`src/rtl/act_lut_loader.sv`:
```
// Run-time programmable activation lookup table: a loader FSM fills the table
// from a valid/ready word stream, then serves 1-cycle registered lookups.
module act_lut_loader #(
    parameter int AW          = 8,
    parameter int DW          = 8,
    parameter int DATA_WIDTH  = 8,
    parameter int FRACT_WIDTH = 5
) (
    input  logic                  clk,
    input  logic                  rst_n,
    input  logic                  load_start,
    input  logic                  wr_valid,
    input  logic [DW-1:0]         wr_data,
    output logic                  wr_ready,
    output logic                  load_busy,
    output logic                  load_done,
    output logic                  table_valid,
    input  logic                  lk_valid,
    input  logic [DATA_WIDTH-1:0] lk_a,
    output logic                  lk_ready,
    output logic                  out_valid,
    output logic [DW-1:0]         out_y,
    output logic                  lk_drop
);

    // state | meaning
    // IDLE  | no table held, waiting for load_start
    // LOAD  | accepting table words in ascending address order
    // READY | complete table held, serving lookups

    generate
        if (AW != DATA_WIDTH || FRACT_WIDTH > DATA_WIDTH) begin : g_param_error
            $error("act_lut_loader: AW must equal DATA_WIDTH and FRACT_WIDTH must fit in DATA_WIDTH");
        end
    endgenerate

    typedef enum logic [1:0] {
        IDLE  = 2'd0,
        LOAD  = 2'd1,
        READY = 2'd2
    } state_t;

    localparam logic [AW-1:0] CNT_LAST = '1;

    state_t        state;
    logic [AW-1:0] cnt;
    logic [DW-1:0] mem [2**AW];
    logic          wr_fire;
    logic          lk_fire;

    // Flags decode straight from the state register so they switch with it.
    assign wr_ready    = (state == LOAD);
    assign load_busy   = (state == LOAD);
    assign table_valid = (state == READY);
    assign lk_ready    = (state == READY);

    assign wr_fire = wr_valid && wr_ready;
    assign lk_fire = lk_valid && lk_ready;

    // A word arriving together with load_start belongs to the abandoned load.
    always_ff @(posedge clk) begin
        if (wr_fire && !load_start) begin
            mem[cnt] <= wr_data;
        end
    end

    always_ff @(posedge clk or negedge rst_n) begin
        if (!rst_n) begin
            state     <= IDLE;
            cnt       <= '0;
            load_done <= 1'b0;
            out_valid <= 1'b0;
            out_y     <= '0;
            lk_drop   <= 1'b0;
        end else begin
            load_done <= 1'b0;
            out_valid <= lk_fire;
            lk_drop   <= lk_valid && !lk_ready;
            if (lk_fire) begin
                out_y <= mem[lk_a];
            end

            case (state)
                IDLE: begin
                    if (load_start) begin
                        state <= LOAD;
                        cnt   <= '0;
                    end
                end
                LOAD: begin
                    if (load_start) begin
                        cnt <= '0;
                    end else if (wr_fire) begin
                        cnt <= cnt + 1'b1;
                        if (cnt == CNT_LAST) begin
                            state     <= READY;
                            load_done <= 1'b1;
                        end
                    end
                end
                READY: begin
                    if (load_start) begin
                        state <= LOAD;
                        cnt   <= '0;
                    end
                end
                default: begin
                    state <= IDLE;
                    cnt   <= '0;
                end
            endcase
        end
    end

endmodule
```
`config.mk`:
```
export PLATFORM = sky130hd
export DESIGN_NAME = act_lut_loader
export DESIGN_NICKNAME = d
export VERILOG_FILES = /design/src/rtl/act_lut_loader.sv
export SDC_FILE = /design/constraint.sdc
export NUM_CORES = 2
export LEC_CHECK = 0
export CORE_MARGIN = 4
export CORE_UTILIZATION = 38
export CTS_CLUSTER_SIZE = 25
export DETAILED_ROUTE_END_ITERATION = 8
export DONT_BUFFER_PORTS = 1
export GPL_ROUTABILITY_DRIVEN = 0
export PLACE_DENSITY = 0.63
export SLEW_MARGIN = 20
export SYNTH_ARGS = -nofsm -noshare
export SYNTH_HDL_FRONTEND = slang
export SYNTH_SLANG_ARGS = --single-unit
```
`constraint.sdc`:
```
create_clock -name clk -period 2.6 [get_ports clk]
set_clock_uncertainty 0.15 [all_clocks]
set_input_delay 0.26 -clock clk [delete_from_list [all_inputs] [get_ports clk]]
set_output_delay 0.26 -clock clk [all_outputs]
set_load 0.005 [all_outputs]
```
==> results.cfg <==
[cts]
clkTransAtPathRegs_ps = 60
clkSinkCount = 2069
htreeDepth = 4
worstSkewPairLatency_ps = 850
cts-root-buf = clkbuf_16
tritoncts.num_buffers = 202
tritoncts = yes
clk_path_buf_depth = 3

[routing]
drc = 0
drt_first_iter_violations = 4830
drtAntennaViolNets = 0
drt-pass1-iter-count = 5
viasPerCell = 5.530
num_vias = 41705
wire_per_inst_um = 27.08
wl_um = 204200

[pwr]
ir_worst_vdd_mv = 0.6484
power_density_nw_per_um2 = 717.0
leakagePower_nw = 30.76

[grt]
grt_max_degree = 572
antenna_found_initial = 5
gr-total-overflow = 0
grt_pass1_wl_um = 291000
grt_usage = 0.1778
grt_pass1_vias = 41114

[floorplanning]
core_um2 = 212100
start_util = 0.3824
die_h_um = 470.0
die_x_um = 470.0
fp-row-count = 169
ios = 36
dieArea_um2 = 220900

[synth]
synth_area_per_cell_um2 = 20.15
synth-seq-area-share = 0.7648
synth_nets = 4050
syn_area_um2 = 81100
synthFlopType = edfxtp_1
ys_async_sr_fraction = 0.01015
ys_ff_latch = 2069
synthCells = 4025
yosysUniqueCellTypes = 68
yosysWarnings = 0
synth_edf_count = 2048

[timing]
fmax_mhz = 316.2
rsz0062_at_grt = yes
hold_viol_final = 1853
slew_headroom = -0.2818
slew_violations = 195
tns_ps = -3305
setup_viol = 8
tightest_slew_ps = 1923
timing.final.ws_setup_ps = -562.8
period_needed_ps = 3163
finalCritPeriodShare = 1.216
fin_hold_ws_ps = -605.7

[min_path]
hold_end = mem[233][5]
hp-start = wr_data[5]
whs_path_depth = 0
min_path_type = in -> reg

[worst_setup_path]
critPathTopFamily = simple AND/OR/NAND/NOR gates
arrival_ps = 3790
worst_ep_required_time_ps = 3230
slowest_delay_ps = 570
end_kind = register
path_cells = nand2b_4 -> buf_4 -> buf_4 -> o221ai_1 -> o22ai_1 -> o21ai_1 -> a21oi_2 -> buf_4 -> nor4_4 -> buf_4 -> a211o_1
crit_fanout = 450
critPathKind = in -> reg
reg2regPathDepth = 7
timing.rr.end = out_y[3]
slowest_stage = nand2b_4
rrSetupSlack_ps = 0
startpoint_type = input port
crit_buf_inv = 4
crit_top_cell = buf_4
rr_startpoint = mem[59][3]

[flow_run]
max_cap_violations = 0

[final_layout]
syn_to_final_growth_pct = 16.36
drive_gt1_frac = 0.2594
multi_input_area_um2 = 17430
register_area_um2 = 62020
nFillCells = 17848
final_nets = 4583

[outcome]
outcome = finished, violations left
violations = negative hold slack, max-slew violations, negative setup slack

[placed_design]
hpwl_um = 115100
dpl_worst_slack_ps = -923.9
portBuffers = 0
-- area by class of cell --
class	count	share of cell area
clock buffer	243	0.05598
sequential	2069	0.6573
tap	2821	0.03740
multi-input combinational	1701	0.1847
clock inverter	122	0.01226
inverter	8	0.0003447
antenna	1	0.00002652
timing repair buffer	576	0.05200
-- logic make-up after synthesis --
group,after synthesis,synth area share
AO/OA/AOI/OAI,464,0.04064
multiplexers,689,0.1414
adder cells (fa/ha/maj),4,0.0006171
flip-flops,2069,0.7648
buffers and inverters,255,0.02310
XOR/XNOR,5,0.0005400
AND/OR/NAND/NOR,539,0.02891
-- per-layer routing --
layer | GRT usage | share of wire
met5 | 0 | 0
met4 | 0.06403 | 0.034
met3 | 0.03377 | 0.078
met2 | 0.2797 | 0.48
met1 | 0.2484 | 0.41
-- worst register-to-register path: cells and delay by family, from the launching register on --
family                 cells  cell delay, ps
AO/OA/AOI/OAI              3            1080
buffers and inverters      1             170
flip-flops                 1             360
multiplexers               1             470
AND/OR/NAND/NOR            2             300
-- worst max path at each step --
stage,start,end,depth (start not counted)
after floorplan,state[0],mem[235][0],8
after global placement,lk_a[1],out_y[3],10
after detailed placement,lk_a[1],out_y[3],10
after CTS,mem[59][3],out_y[3],7
after global routing,lk_a[1],out_y[7],11
final,lk_a[1],out_y[7],11
-- cell usage after synthesis (16+ instances only) --
library cell,instances,share of area
edfxtp_1,2048,0.76
mux2i_1,330,0.041
mux4_2,326,0.091
nor2_1,285,0.013
nand2_1,108,0.0050
o22ai_1,106,0.0082
clkbuf_1,92,0.0043
a22oi_1,72,0.0067
a21oi_1,71,0.0044
buf_2,65,0.0040
o221ai_1,61,0.0066
a211oi_1,48,0.0044
nand3_1,41,0.0025
o21ai_0,37,0.0023
mux4_1,30,0.0097
buf_12,25,0.0062
nor3_1,23,0.0014
buf_4,22,0.0020
buf_6,22,0.0031
dfrtp_1,21,0.0065
buf_8,16,0.0030
nor2b_1,16,0.0012
-- cells in the final DEF, fill, tap and decap left out, types with 21 or more instances in the layout --
cell type / synthesis / routed
o221ai_1: 61 / 58
nor2_1: 285 / 279
buf_4: 22 / 526
mux2i_1: 330 / 330
edfxtp_1: 2048 / 2048
clkinv_1: 0 / 44
a22oi_1: 72 / 72
nor3_1: 23 / 21
mux4_2: 326 / 326
clkinv_2: 0 / 39
a21oi_1: 71 / 67
mux4_1: 30 / 30
o21ai_0: 37 / 34
clkbuf_16: 0 / 211
nand2_1: 108 / 106
dfrtp_1: 21 / 21
buf_12: 25 / 28
clkbuf_1: 92 / 37
o22ai_1: 106 / 106
nand3_1: 41 / 41
a211oi_1: 48 / 43
-- per-stage QoR --
stage / instances / area (um2) / utilization / total power (W) / hold slack (ps)
after global placement: 7149 / 87280 / 0.4115 / 0.03939 / -184.9
after CTS: 7525 / 93900 / 0.4428 / 0.06778 / -638.5
after detailed placement: 7149 / 87280 / 0.4115 / 0.03939 / -185.1
final: 7541 / 94360 / 0.4449 / 0.06766 / -605.7
after global routing: 7540 / 94360 / 0.4449 / 0.06975 / -675.1
after floorplan: 4025 / 81110 / - / 0.03912 / -185.6
-- flip-flops by register name, summed over array words and instances (netlist names) --
register and flops:
state 2, cnt 8, lk_drop 1, mem 2048
out_y 8, load_done 1, out_valid 1
-- repair_timing --
action,CTS,global route
hold buffers,11,2
gates cloned,0,6
endpoints found under the hold margin,2089,2054
buffers inserted,0,2
gates resized for setup,9,26
endpoints found under the setup margin,6,14
pin swaps,0,4
-- power breakdown --
group	internal, W	leakage [nW]	switching (W)
registers	0.0367	18.7	0.0000337
clock network	0.0162	3.14	0.0124
logic	0.00116	8.93	0.00125
(Power assumes the default switching activity.)
